$ cat src/rtl/traffic_pkg.sv
// Shared types for the intersection light blocks: FSM state encoding, lamp bundle and
// the three legal single-head lamp patterns.
package traffic_pkg;

  typedef enum logic [2:0] {
    ST_CLR_A = 3'd0,
    ST_NS_G  = 3'd1,
    ST_NS_Y  = 3'd2,
    ST_CLR_B = 3'd3,
    ST_EW_G  = 3'd4,
    ST_EW_Y  = 3'd5,
    ST_WALK  = 3'd6
  } xing_state_t;

  typedef enum logic {
    DIR_NS = 1'b0,
    DIR_EW = 1'b1
  } dir_t;

  typedef struct packed {
    logic red;
    logic yellow;
    logic green;
  } lamp_t;

  localparam lamp_t LAMP_RED = 3'b100;
  localparam lamp_t LAMP_YEL = 3'b010;
  localparam lamp_t LAMP_GRN = 3'b001;

  function automatic logic lamp_legal(input lamp_t l);
    return (l == LAMP_RED) || (l == LAMP_YEL) || (l == LAMP_GRN);
  endfunction

endpackage

$ cat src/rtl/intersection_controller_if.sv
// Pedestrian request plus lamp-driver outputs of the intersection controller.
interface intersection_controller_if;
  logic ped_req;
  logic ns_red;
  logic ns_yellow;
  logic ns_green;
  logic ew_red;
  logic ew_yellow;
  logic ew_green;
  logic walk;
  logic ped_pend;

  modport master (
    output ped_req,
    input  ns_red, ns_yellow, ns_green, ew_red, ew_yellow, ew_green, walk, ped_pend
  );

  modport slave (
    input  ped_req,
    output ns_red, ns_yellow, ns_green, ew_red, ew_yellow, ew_green, walk, ped_pend
  );
endinterface

$ cat src/rtl/dwell_timer.sv
// Phase dwell counter: counts 0..dur-1, flags the last cycle, clears on restart.
module dwell_timer #(
  parameter int TW = 8
) (
  input  logic        clk,
  input  logic        rst_n,
  input  logic [TW:0] dur,
  input  logic        restart,
  output logic        done
);

  logic [TW-1:0] count_r;

  // dwell count register
  always_ff @(posedge clk or negedge rst_n) begin
    if (!rst_n) begin
      count_r <= {TW{1'b0}};
    end else if (restart) begin
      count_r <= {TW{1'b0}};
    end else begin
      count_r <= count_r + TW'(1);
    end
  end

  assign done = ({1'b0, count_r} == (dur - (TW+1)'(1)));

endmodule

$ cat src/rtl/intersection_controller_chk.sv
// Lamp safety invariants: no conflicting go-signals, walk only under all-red, one-hot heads.
module intersection_controller_chk
  import traffic_pkg::*;
(
  input logic  clk,
  input logic  rst_n,
  input lamp_t ns_lamp,
  input lamp_t ew_lamp,
  input logic  walk
);

  a_no_conflict: assert property (@(posedge clk) disable iff (!rst_n)
    !((ns_lamp.green | ns_lamp.yellow) && (ew_lamp.green | ew_lamp.yellow)));

  a_walk_all_red: assert property (@(posedge clk) disable iff (!rst_n)
    walk |-> (ns_lamp.red && ew_lamp.red));

  a_heads_legal: assert property (@(posedge clk) disable iff (!rst_n)
    lamp_legal(ns_lamp) && lamp_legal(ew_lamp));

endmodule

$ cat src/rtl/intersection_controller.sv
// Two-way intersection sequencer with all-red clearances and a latched pedestrian WALK phase.
// Lamp outputs are Moore-decoded from the state register.
module intersection_controller
  import traffic_pkg::*;
#(
  parameter int GREEN_CYC  = 15,
  parameter int YELLOW_CYC = 5,
  parameter int CLR_CYC    = 2,
  parameter int WALK_CYC   = 10,
  parameter int TW         = 8
) (
  input logic                      clk,
  input logic                      rst_n,
  intersection_controller_if.slave bus
);

  xing_state_t state_r, next_s;
  dir_t        ret_dir_r;
  logic        ped_pend_r;
  logic [TW:0] dur_s;
  logic        done_s;
  logic        restart_s;
  lamp_t       ns_lamp_s, ew_lamp_s;
  logic        walk_s;

  // dwell length of the current phase
  always_comb begin
    dur_s = (TW+1)'(CLR_CYC);
    case (state_r)
      ST_NS_G, ST_EW_G: dur_s = (TW+1)'(GREEN_CYC);
      ST_NS_Y, ST_EW_Y: dur_s = (TW+1)'(YELLOW_CYC);
      ST_WALK:          dur_s = (TW+1)'(WALK_CYC);
      default:          dur_s = (TW+1)'(CLR_CYC);
    endcase
  end

  dwell_timer #(.TW(TW)) u_timer (
    .clk     (clk),
    .rst_n   (rst_n),
    .dur     (dur_s),
    .restart (restart_s),
    .done    (done_s)
  );

  // next-state selection; an unencoded state falls back to CLR_A
  always_comb begin
    next_s = state_r;
    case (state_r)
      ST_CLR_A: if (done_s) next_s = ped_pend_r ? ST_WALK : ST_NS_G; else next_s = state_r;
      ST_NS_G:  if (done_s) next_s = ST_NS_Y;  else next_s = state_r;
      ST_NS_Y:  if (done_s) next_s = ST_CLR_B; else next_s = state_r;
      ST_CLR_B: if (done_s) next_s = ped_pend_r ? ST_WALK : ST_EW_G; else next_s = state_r;
      ST_EW_G:  if (done_s) next_s = ST_EW_Y;  else next_s = state_r;
      ST_EW_Y:  if (done_s) next_s = ST_CLR_A; else next_s = state_r;
      ST_WALK:  if (done_s) next_s = (ret_dir_r == DIR_EW) ? ST_EW_G : ST_NS_G;
                else next_s = state_r;
      default:  next_s = ST_CLR_A;
    endcase
    restart_s = done_s || (next_s != state_r);
  end

  // state register
  always_ff @(posedge clk or negedge rst_n) begin
    if (!rst_n) begin
      state_r <= ST_CLR_A;
    end else begin
      state_r <= next_s;
    end
  end

  // direction the pending clearance was heading to, used to resume after WALK
  always_ff @(posedge clk or negedge rst_n) begin
    if (!rst_n) begin
      ret_dir_r <= DIR_NS;
    end else if (state_r == ST_CLR_A && done_s) begin
      ret_dir_r <= DIR_NS;
    end else if (state_r == ST_CLR_B && done_s) begin
      ret_dir_r <= DIR_EW;
    end else begin
      ret_dir_r <= ret_dir_r;
    end
  end

  // pedestrian latch: entry into WALK clears it and wins over a new request
  always_ff @(posedge clk or negedge rst_n) begin
    if (!rst_n) begin
      ped_pend_r <= 1'b0;
    end else if (next_s == ST_WALK && state_r != ST_WALK) begin
      ped_pend_r <= 1'b0;
    end else if (bus.ped_req && state_r != ST_WALK) begin
      ped_pend_r <= 1'b1;
    end else begin
      ped_pend_r <= ped_pend_r;
    end
  end

  // lamp decode from the state register
  always_comb begin
    ns_lamp_s = LAMP_RED;
    ew_lamp_s = LAMP_RED;
    walk_s    = 1'b0;
    case (state_r)
      ST_NS_G: ns_lamp_s = LAMP_GRN;
      ST_NS_Y: ns_lamp_s = LAMP_YEL;
      ST_EW_G: ew_lamp_s = LAMP_GRN;
      ST_EW_Y: ew_lamp_s = LAMP_YEL;
      ST_WALK: walk_s    = 1'b1;
      default: begin
        ns_lamp_s = LAMP_RED;
        ew_lamp_s = LAMP_RED;
        walk_s    = 1'b0;
      end
    endcase
  end

  assign bus.ns_red    = ns_lamp_s.red;
  assign bus.ns_yellow = ns_lamp_s.yellow;
  assign bus.ns_green  = ns_lamp_s.green;
  assign bus.ew_red    = ew_lamp_s.red;
  assign bus.ew_yellow = ew_lamp_s.yellow;
  assign bus.ew_green  = ew_lamp_s.green;
  assign bus.walk      = walk_s;
  assign bus.ped_pend  = ped_pend_r;

  intersection_controller_chk u_chk (
    .clk     (clk),
    .rst_n   (rst_n),
    .ns_lamp (ns_lamp_s),
    .ew_lamp (ew_lamp_s),
    .walk    (walk_s)
  );

endmodule
$ cat src/flat_wrapper.sv
// flat-port wrapper written by rule: the top's interface ports become plain ports
module intersection_controller_flat import traffic_pkg::*;
#(
  parameter int GREEN_CYC  = 15,
  parameter int YELLOW_CYC = 5,
  parameter int CLR_CYC    = 2,
  parameter int WALK_CYC   = 10,
  parameter int TW         = 8
)
  (clk, rst_n, bus_ped_req, bus_ns_red, bus_ns_yellow, bus_ns_green, bus_ew_red, bus_ew_yellow, bus_ew_green, bus_walk, bus_ped_pend);
  intersection_controller_if bus_i ();
  input logic clk;
  input logic rst_n;
  input wire logic [$bits(bus_i.ped_req)-1:0] bus_ped_req;
  output wire logic [$bits(bus_i.ns_red)-1:0] bus_ns_red;
  output wire logic [$bits(bus_i.ns_yellow)-1:0] bus_ns_yellow;
  output wire logic [$bits(bus_i.ns_green)-1:0] bus_ns_green;
  output wire logic [$bits(bus_i.ew_red)-1:0] bus_ew_red;
  output wire logic [$bits(bus_i.ew_yellow)-1:0] bus_ew_yellow;
  output wire logic [$bits(bus_i.ew_green)-1:0] bus_ew_green;
  output wire logic [$bits(bus_i.walk)-1:0] bus_walk;
  output wire logic [$bits(bus_i.ped_pend)-1:0] bus_ped_pend;
  assign bus_i.ped_req = bus_ped_req;
  assign bus_ns_red = bus_i.ns_red;
  assign bus_ns_yellow = bus_i.ns_yellow;
  assign bus_ns_green = bus_i.ns_green;
  assign bus_ew_red = bus_i.ew_red;
  assign bus_ew_yellow = bus_i.ew_yellow;
  assign bus_ew_green = bus_i.ew_green;
  assign bus_walk = bus_i.walk;
  assign bus_ped_pend = bus_i.ped_pend;
  intersection_controller #(.GREEN_CYC(GREEN_CYC), .YELLOW_CYC(YELLOW_CYC), .CLR_CYC(CLR_CYC), .WALK_CYC(WALK_CYC), .TW(TW)) u_core (.clk(clk), .rst_n(rst_n), .bus(bus_i));
endmodule
$ cat config.mk
export PLATFORM = sky130hd
export DESIGN_NAME = intersection_controller_flat
export DESIGN_NICKNAME = d
export VERILOG_FILES = /design/src/rtl/traffic_pkg.sv /design/src/rtl/intersection_controller_if.sv /design/src/rtl/dwell_timer.sv /design/src/rtl/intersection_controller_chk.sv /design/src/rtl/intersection_controller.sv /design/src/flat_wrapper.sv
export SDC_FILE = /design/constraint.sdc
export NUM_CORES = 1
export LEC_CHECK = 0
export BUFFER_PORTS_ARGS = -buffer_cell sky130_fd_sc_hd__clkbuf_2
export CORE_AREA = 2 2 59 55
export CTS_CLUSTER_SIZE = 8
export DETAILED_ROUTE_END_ITERATION = 10
export DIE_AREA = 0 0 61 57
export PLACE_DENSITY_LB_ADDON = 0.05
export SLEW_MARGIN = 20
export SYNTH_ARGS = -nofsm -noshare
export SYNTH_HDL_FRONTEND = slang
export SYNTH_SLANG_ARGS = --single-unit
$ cat constraint.sdc
create_clock -name clk -period 6.1 [get_ports clk]
set_clock_uncertainty 0.05 [all_clocks]
set_input_delay 0.61 -clock clk [delete_from_list [all_inputs] [get_ports clk]]
set_output_delay 0.61 -clock clk [all_outputs]
set_load 0.01 [all_outputs]
==> metrics.yaml, run 1 <==
status: "complete, no violations"
finalSetupViolations: 0
drtIter0Drc: 16
end_kind: "flop"
path_clk_slew_ns: 0.08
pwr-share-seq_pct: 37.0
leakagePower_nw: 0.423
diodes: 0
fin_cells: 145
vias: 674
total_power_mw: 0.501
clk_path_buf_depth: 2
fp.dieW_um: 61
synth_warnings: 0
cts_setup_buffers: 0
yosys.area.top_type_share_pct: 39.0
via_per_inst: 4.65
swShare_pct: 47.9
postCtsHoldBufs: 0
synth-edff-count: 0
slew_viol_final: 0
drive_gt1_share_pct: 16.5
num_rows: 19
area_delta_synth_final_pct: 13.1
wl_per_cell_um: 12.1
antenna_found_initial: 0
min_path_type: "primary input to asynchronous set/reset pin"
synthCells: 92
die_y_um: 57
regToRegStartpoint: "u_core.state_r[1]$_DFF_PN0_"
ff2ff_path_depth: 9
nFillCells: 320
cts_sinks: 13
seq_area_frac_synth_pct: 39.0
synth_nets: 97
synth.most_common_cell: "nor2_1"
grt_pass1_vias: 613
p_sw_mw: 0.240
synth_ff_type: "dfrtp_1"
worst_pin_slew_ns: 0.493
relSlewSlack_pct: 67.1
crit_fanout: 11
worstPathRequired_ns: 6.20
fin_nets: 109
power_density_nw_per_um2: 531
cts_tree: "yes"
cts-htree-levels: 1
cp.arrival_ns: 2.83
globalplace.congestion: 0.754
portBuffers: 10
cp-start-kind: "flop"
numCtsBuffers: 3
ys_types: 30
ctsRootBufferMaster: "clkbuf_4"
synth_commonest_cells: "20 x nor2_1, 13 x dfrtp_1, 7 x nand3_1, 6 x inv_1, 6 x xor2_1"
period_needed_ns: 2.73
grt_usage_pct: 11.5
grt_overflow: 0
initial_core_util_pct: 28.5
synth-seq-cells: 13
ff2ff_setup_slack_ns: 3.37
async_flop_share_pct: 100
clk_latency_ns: 0.27
place_hpwl_um: 1300
clkPwrFrac_pct: 10.6
grt_pass1_wl_um: 2900
coreArea_um2: 2920
synth.area.top_cells: "dfrtp_1 39%, nor2_1 9.0%, xor2_1 6.3%, xnor2_1 5.3%, nand3_1 4.2%"
intPower_mw: 0.261
cap_violations: 0
dieArea_um2: 3480
dr.pass1.iters: 4
finalWirelength_um: 1760
avgSynthCellArea_um2: 9.06
rr_endpoint: "u_core.u_timer.count_r[7]$_DFF_PN0_"
cts_resized: 0
synth_top_cell_by_area: "dfrtp_1"
ios: 11
path_class: "flop to flop"
ant_nets: 0
max_freq_mhz: 366
netlist_area_um2: 833
finalSetupTns_ns: 0
finalHoldViolations: 0
drc: 0
grt_max_degree: 16
placedCellCount: 141
combPwrFrac_pct: 52.4
rsz0062_at_grt: "no"
fin_crit_sh_pct: 44.7
peakVddDrop_mv: 0.226
[power by group through the flow]
stage	registers, mW	logic (mW)	clock network [mW]
after detailed placement	0.186	0.267	0
after floorplan	0.150	0.239	0
after global placement	0.188	0.274	0
after CTS	0.185	0.268	0.0567
final	0.185	0.262	0.0533
after global routing	0.192	0.301	0.0606
[layer usage]
layer / track usage (%) / wire [µm]
met5: 0 / 0
met4: 3.73 / 16
met3: 4.76 / 68
met2: 16.0 / 824
met1: 16.1 / 849
[flip-flops by register name, summed over array words and instances, names as in the netlist]
register / cells
u_core.bus.ped_pend: 1
u_core.u_timer.count_r: 8
u_core.ret_dir_r: 1
u_core.state_r: 3
[how the worst max path moves through the flow]
stage                                      from                                   to  slack (ns)  cells after the start
finish              u_core.state_r[1]$_DFF_PN0_  u_core.u_timer.count_r[7]$_DFF_PN0_        3.37                      9
global route        u_core.state_r[1]$_DFF_PN0_  u_core.u_timer.count_r[4]$_DFF_PN0_        3.10                      9
floorplan           u_core.state_r[0]$_DFF_PN0_         u_core.ret_dir_r$_DFFE_PN0P_        3.61                      9
detailed placement  u_core.state_r[1]$_DFF_PN0_  u_core.u_timer.count_r[7]$_DFF_PN0_        3.39                      9
CTS                 u_core.state_r[1]$_DFF_PN0_  u_core.u_timer.count_r[7]$_DFF_PN0_        3.36                      9
global placement    u_core.state_r[0]$_DFF_PN0_         u_core.ret_dir_r$_DFFE_PN0P_        3.43                      9
[per-stage QoR]
step           worst slack, ns  utilization, %  instance area [µm²]  hold WS, ns
6_report                  3.37            32.2                  942        0.175
4_1_cts                   3.36            32.2                  942        0.182
2_1_floorplan             3.61               -                  833        0.264
5_1_grt                   3.10            32.2                  942        0.185
3_3_place_gp              3.43            31.3                  916        0.485
3_5_place_dp              3.39            31.3                  916        0.490
[cell families after synthesis]
family / count (synthesis) / share of synthesized area [%]
simple gates: 41 / 22.8
fa+ha+maj: 2 / 3.00
buf+inv: 9 / 5.10
compound gates: 15 / 17.3
flops: 13 / 39.0
mux: 1 / 1.20
xor+xnor: 11 / 11.6
[cell type report]
type	count	area [µm²]	share of cell area [%]
Timing Repair Buffer	10	50.0	5.31
Tap cell	42	52.6	5.58
Clock buffer	4	26.3	2.79
Sequential cell	13	325	34.5
Inverter	6	22.5	2.39
Multi-Input combinational cell	70	465	49.4
[cells in the final DEF (no fill, tap or decap)]
master / n
o311ai_2: 1
clkbuf_2: 10
nand2_1: 2
clkbuf_1: 1
nand3_1: 7
clkbuf_4: 3
o21ai_0: 3
a211o_1: 1
a21boi_1: 1
nor4_1: 1
a221oi_4: 1
nor2b_1: 2
a221o_1: 1
xor2_1: 6
inv_1: 6
a31oi_1: 2
a21oi_1: 1
o21bai_2: 1
a41oi_1: 1
dfrtp_1: 13
ha_1: 2
and3b_1: 1
nor2_1: 20
xnor2_1: 5
o221ai_2: 1
nor3_1: 4
mux2i_1: 1
or3_1: 1
and3_1: 3
a21boi_0: 1
[critical path, cell delays in order (launching register included)]
cell      delay (ns)
dfrtp_1         0.58
inv_1           0.21
nor3_1          0.33
nor2_1          0.09
ha_1            0.29
xnor2_1         0.15
nand3_1         0.14
a221oi_4        0.38
o21bai_2        0.29
nor2_1          0.09
Power figures use the tool's default switching activity.
==> run 2: changes to the inputs <==
- ABC_AREA: default -> 1
- CORE_AREA: 2 2 59 55 -> 2 2 61 57
- DIE_AREA: 0 0 61 57 -> 0 0 63 59
- clock period: 6.1 -> 2.25 ns (I/O delays scaled with it)
==> metrics.yaml, run 2 <==
rsz0062_at_grt: "yes"
fin_nets: 154  # +41%
gr-max-usage-layer: "met1"
placed_area_um2: 1030  # +13%
finalHoldViolations: 0  # unchanged
async_flop_share_pct: 100  # unchanged
via_per_inst: 4.50  # -3.2%
power_density_nw_per_um2: 1510  # +180%
status: "complete, no violations"
worst_pin_slew_ns: 0.648  # +0.155 ns
finalSetupViolations: 0  # unchanged
cap_violations: 0  # unchanged
pre_cts_slack_ns: 0.0241  # -3.37 ns
path_class: "flop to flop"
worstPathRequired_ns: 2.39  # -3.81 ns
grt_max_degree: 14  # -2
synth_nets: 127  # +31%
die_y_um: 59  # +3.5%
use_met1_pct: 19.3  # +3.2 points
dr.pass1.iters: 4  # unchanged
synth.area.top_cells: "dfrtp_1 37%, nand2_1 12%, inv_1 8.9%, nor2_1 5.5%, nand3_1 4.5%"
slew_viol_final: 0  # unchanged
setup_ws_ns: 0.0572  # -3.31 ns
peakVddDrop_mv: 0.420  # +85%
drtIter0Drc: 34  # +18
synth_warnings: 0  # unchanged
synth_ff_type: "dfrtp_1"
cp-start-kind: "flop"
min_path_type: "primary input to flop"
period_needed_ns: 2.19  # -0.537 ns
netlist_area_um2: 883  # +6.0%
ios: 11  # unchanged
final_common_cell: "nand2_1"
ant_nets: 0  # unchanged
diodes: 0  # unchanged
nFillCells: 348  # +8.8%
reg_top3: "u_core.u_timer.count_r x8, u_core.state_r x3"
seq_area_frac_synth_pct: 36.8  # -2.2 points
initial_core_util_pct: 29.3  # +0.76 points
coreArea_um2: 3020  # +3.3%
synth_top_cell_by_area: "dfrtp_1"
max_freq_mhz: 456  # +24%
wl_per_cell_um: 11.3  # -7.1%
cts_tree: "yes"
fin_cells: 190  # +31%
avgSynthCellArea_um2: 7.24  # -20%
path_clk_slew_ns: 0.09  # about the same
area_delta_synth_final_pct: 35.8
end_kind: "flop"
grt_pass1_vias: 787  # +28%
design_area_um2: 1200  # +27%
cts_sinks: 13  # unchanged
clk_latency_ns: 0.28  # about the same
drive_gt1_share_pct: 39.9  # +23 points
grt_overflow: 0  # unchanged
ys_types: 22  # -27%
relSlewSlack_pct: 56.6  # -11 points
placedCellCount: 180  # +28%
finalWirelength_um: 2140  # +22%
clk_path_buf_depth: 2  # unchanged
grt.met2_usage_pct: 17.8  # +1.8 points
dieArea_um2: 3720  # +6.9%
numCtsBuffers: 3  # unchanged
grt_pass1_wl_um: 3640  # +25%
globalplace.congestion: 0.851  # +13%
synth-seq-cells: 13  # unchanged
fin_crit_sh_pct: 97.5  # +53 points
grt_usage_pct: 12.9  # +1.4 points
drc: 0  # unchanged
yosys.area.top_type_share_pct: 36.8  # -2.2 points
synth-edff-count: 0  # unchanged
top_register: "u_core.u_timer.count_r"
crit_fanout: 7  # -4
ctsRootBufferMaster: "clkbuf_4"
num_rows: 19  # unchanged
final_cell_mix: "23 x nand2_1, 16 x inv_1, 11 x buf_4, 11 x dfrtp_1, 10 x clkbuf_2"
synthCells: 122  # +33%
largest_reg_flops: 8  # unchanged
synth.most_common_cell: "nand2_1"
synth_commonest_cells: "28 x nand2_1, 21 x inv_1, 13 x dfrtp_1, 13 x nor2_1, 8 x nand3_1"
place_hpwl_um: 1640  # +26%
antenna_found_initial: 0  # unchanged
vias: 855  # +27%
portBuffers: 10  # unchanged
leakagePower_nw: 0.646  # +53%
use_met3_pct: 2.66  # -2.1 points
cp.arrival_ns: 2.33  # -0.50 ns
cts-htree-levels: 1  # unchanged
fp.dieW_um: 63  # +3.3%
run 2: logic make-up (layout without fill, tap and decap cells):
logic type / Yosys count / after routing / synth area share (%)
flip-flops: 13 / 13 / 36.8
XOR/XNOR: 3 / 3 / 2.98
buffers and inverters: 24 / 50 / 10.2
adder cells (fa/ha/maj): 2 / 2 / 2.83
AND/OR/NAND/NOR: 70 / 70 / 40.2
AO/OA/AOI/OAI: 10 / 10 / 6.94
run 2: worst paths after layout:
check / slack (ns) / cells after the start / from / endpoint
setup reg to reg: 0.06 / 16 / u_core.state_r[1]$_DFF_PN0_ / u_core.bus.ped_pend$_DFFE_PN0P_
min in group asynchronous: 0.32 / 2 / rst_n / u_core.u_timer.count_r[7]$_DFF_PN0_
max in group asynchronous: 1.55 / 2 / rst_n / u_core.state_r[1]$_DFF_PN0_
setup / recovery: 0.06 / 16 / u_core.state_r[1]$_DFF_PN0_ / u_core.bus.ped_pend$_DFFE_PN0P_
hold / removal: 0.16 / 5 / bus_ped_req / u_core.bus.ped_pend$_DFFE_PN0P_
hold reg to reg: 0.50 / 2 / u_core.ret_dir_r$_DFFE_PN0P_ / u_core.ret_dir_r$_DFFE_PN0P_
run 2: per-layer routing:
layer	up-vias	wire [µm]	share of wire, %
li1	439	-	-
met2	8	916	43
met5	-	0	0
met1	404	1140	53
met4	0	28	1.3
met3	4	58	2.7
run 2: worst max-delay path, stage by stage (launching register included):
cell and delay [ns]:
dfrtp_2 0.47, buf_4 0.16, nand3_4 0.10, inv_2 0.06
nor2_4 0.10, ha_4 0.20, xor2_1 0.15, nor2_1 0.09
nand2_1 0.08, inv_2 0.13, nand2_4 0.11, o21ai_2 0.07
nand2_1 0.07, nand2_2 0.08, nand3_2 0.07, nand2_1 0.07
inv_1 0.03
run 2: final cells by class:
| type | count | area (µm²) | area share, % |
|---|---|---|---|
| clock buffer | 4 | 26.3 | 2.19 |
| inverter | 24 | 92.6 | 7.72 |
| multi-input combinational | 85 | 558 | 46.5 |
| sequential | 13 | 328 | 27.3 |
| tap | 42 | 52.6 | 4.38 |
| timing repair buffer | 22 | 143 | 11.9 |
run 2: repair_timing:
item | CTS | global route
hold buffers | 1 | 0
resized for setup | 0 | 30
endpoints found under the setup margin | 0 | 13
hold endpoints to repair | 13 | 0
setup buffers | 0 | 5
run 2: power breakdown:
group / internal [mW] / leakage (nW) / switching [mW] / total, mW
clock network: 0.0688 / 0.0150 / 0.0858 / 0.155
registers: 0.336 / 0.160 / 0.105 / 0.442
logic: 0.507 / 0.471 / 0.704 / 1.21
run 2: through the flow:
step                hold slack [ns]  power (mW)  util [%]  TNS [ns]
floorplan                    -0.121        1.15         -         0
global placement              0.102        1.44      34.1         0
detailed placement            0.104        1.44      34.1         0
CTS                           0.169        1.60      35.4         0
global route                  0.194        1.99      39.7    -0.364
finish                        0.163        1.81      39.7         0
==> run 3: changes to the inputs <==
- PLACE_DENSITY_LB_ADDON: 0.05 -> default
==> metrics.yaml, run 3 (same netlist as run 2, synthesis figures left out) <==
drc: 0  # unchanged
relSlewSlack_pct: 57.2  # +0.64 points
finalSetupViolations: 0  # unchanged
top_register: "u_core.u_timer.count_r"
grt_max_degree: 14  # unchanged
cp.arrival_ns: 2.35  # +0.02 ns
reg_top3: "u_core.u_timer.count_r x8, u_core.state_r x3"
placed_area_um2: 1050  # +1.5%
ctsRootBufferMaster: "clkbuf_4"
rsz0062_at_grt: "yes"
ant_nets: 0  # unchanged
cp-start-kind: "flop"
layout.area.seq_um2: 328  # unchanged
crit_end: "u_core.bus.ped_pend$_DFFE_PN0P_"
power_density_nw_per_um2: 1480  # -2.0%
max_freq_mhz: 459  # +0.76%
min_path_type: "primary input to flop"
slew_viol_final: 0  # unchanged
finalWirelength_um: 2100  # -2.0%
place_hpwl_um: 1520  # -7.5%
ff2ff_setup_slack_ns: 0.07  # +0.02 ns
numCtsBuffers: 3  # unchanged
vias: 857  # +0.23%
globalplace.congestion: 0.805  # -5.4%
setup_ws_ns: 0.0736  # +0.0165 ns
total_power_mw: 1.78  # -1.6%
coreArea_um2: 3020  # unchanged
period_needed_ns: 2.18  # -0.0165 ns
worstPathRequired_ns: 2.43  # +0.04 ns
design_area_um2: 1200  # +0.42%
final_util_pct: 39.9  # +0.17 points
worst_pin_slew_ns: 0.638  # -0.00959 ns
ff2ff_path_depth: 16  # unchanged
drtIter0Drc: 29  # -15%
hold_ws_ns: 0.170  # +0.00651 ns
cts_sinks: 13  # unchanged
cts_tree: "yes"
grt_usage_pct: 11.2  # -1.7 points
area_delta_synth_final_pct: 36.4
initial_core_util_pct: 29.3  # unchanged
rr_endpoint: "u_core.bus.ped_pend$_DFFE_PN0P_"
portBuffers: 10  # unchanged
path_clk_slew_ns: 0.08  # about the same
die_y_um: 59  # unchanged
multi_input_area_um2: 553  # -0.90%
status: "complete, no violations"
nFillCells: 318  # -8.6%
peakVddDrop_mv: 0.571  # +36%
leakagePower_nw: 0.651  # +0.81%
pre_cts_slack_ns: 0.0516  # +0.0275 ns
clk_latency_ns: 0.28  # about the same
crit_fanout: 5  # -2
regToRegStartpoint: "u_core.state_r[0]$_DFF_PN0_"
dr.pass1.iters: 4  # unchanged
grt_overflow: 0  # unchanged
ios: 11  # unchanged
via_per_inst: 4.49  # -0.29%
cts-htree-levels: 1  # unchanged
diodes: 0  # unchanged
fin_crit_sh_pct: 96.7  # -0.73 points
drive_gt1_share_pct: 40.9  # +1.1 points
cap_violations: 0  # unchanged
largest_reg_flops: 8  # unchanged
final_common_cell: "nand2_1"
grt_pass1_wl_um: 3270  # -10%
grt_pass1_vias: 746  # -5.2%
num_rows: 19  # unchanged
antenna_found_initial: 0  # unchanged
finalHoldViolations: 0  # unchanged
final_cell_mix: "21 x nand2_1, 16 x inv_1, 12 x buf_4, 11 x dfrtp_1"
clk_path_buf_depth: 2  # unchanged
crit_start: "u_core.state_r[0]$_DFF_PN0_"
path_class: "flop to flop"
fin_nets: 155  # +0.65%
fp.dieW_um: 63  # unchanged
wl_per_cell_um: 11.0  # -2.5%
end_kind: "flop"
dieArea_um2: 3720  # unchanged
run 3: cell count changes in the layout (fill, tap and decap cells not counted):
cell     change
nand2_2      +2
inv_4        +1
nand2_1      -2
buf_4        +1
nand3_1      +1
nor2_4       -1
nor2_2       +1
nand3_2      -1
inv_2        -1
run 3: metal layers:
metal | GRT usage (%) | share of wire, % | routed length (µm) | up-vias
met2 | 18.1 | 48 | 1010 | 13
met5 | 0 | 0 | 0 | -
li1 | - | - | - | 441
met1 | 14.8 | 46 | 964 | 397
met3 | 1.71 | 3.1 | 64 | 6
met4 | 5.71 | 2.8 | 58 | 0
run 3: worst min-delay path by stage:
stage,to,cells past startpoint,from,slack [ns]
floorplan,u_core.bus.ped_pend$_DFFE_PN0P_,0,rst_n,-0.12
global placement,u_core.u_timer.count_r[4]$_DFF_PN0_,1,rst_n,0.09
detailed placement,u_core.u_timer.count_r[4]$_DFF_PN0_,1,rst_n,0.09
CTS,u_core.bus.ped_pend$_DFFE_PN0P_,5,bus_ped_req,0.17
global route,u_core.bus.ped_pend$_DFFE_PN0P_,5,bus_ped_req,0.20
finish,u_core.bus.ped_pend$_DFFE_PN0P_,5,bus_ped_req,0.17
run 3: stage by stage:
| stage | TNS (ns) | cells |
|---|---|---|
| floorplan | 0 | 122 |
| detailed placement | 0 | 182 |
| global route | -0.781 | 191 |
| finish | 0 | 191 |
| CTS | 0 | 187 |
| global placement | 0 | 182 |
run 3: power breakdown:
group          internal [mW]  switching (mW)  total (mW)
Sequential             0.337           0.106       0.442
Clock                 0.0688          0.0779       0.147
Combinational          0.492           0.697        1.19
Total                  0.898           0.880        1.78
run 3: final cells by class:
cell class / count / share of cell area [%]
Sequential cell: 13 / 27.2
Inverter: 24 / 7.89
Clock buffer: 4 / 2.18
Timing Repair Buffer: 23 / 12.5
Tap cell: 42 / 4.36
Multi-Input combinational cell: 85 / 45.9
run 3: repair_timing:
action,in CTS,in global routing
hold buffers,1,0
gates resized for setup,0,31
endpoints found under the hold margin,13,0
endpoints found under the setup margin,0,13
setup buffers,0,4
run 3: worst max-delay path, cell delays in order (launching register included):
cell and delay [ns]:
dfrtp_2 0.48, inv_2 0.10, nand3_4 0.10, nand3_4 0.11, inv_4 0.04, ha_4 0.15
nand2_2 0.06, inv_2 0.03, nor2_2 0.09, nand2_1 0.05, nor2_1 0.10, nand2_1 0.09
o21ai_0 0.25, nand4_1 0.21, nand3_2 0.11, nand2_1 0.05, inv_1 0.04
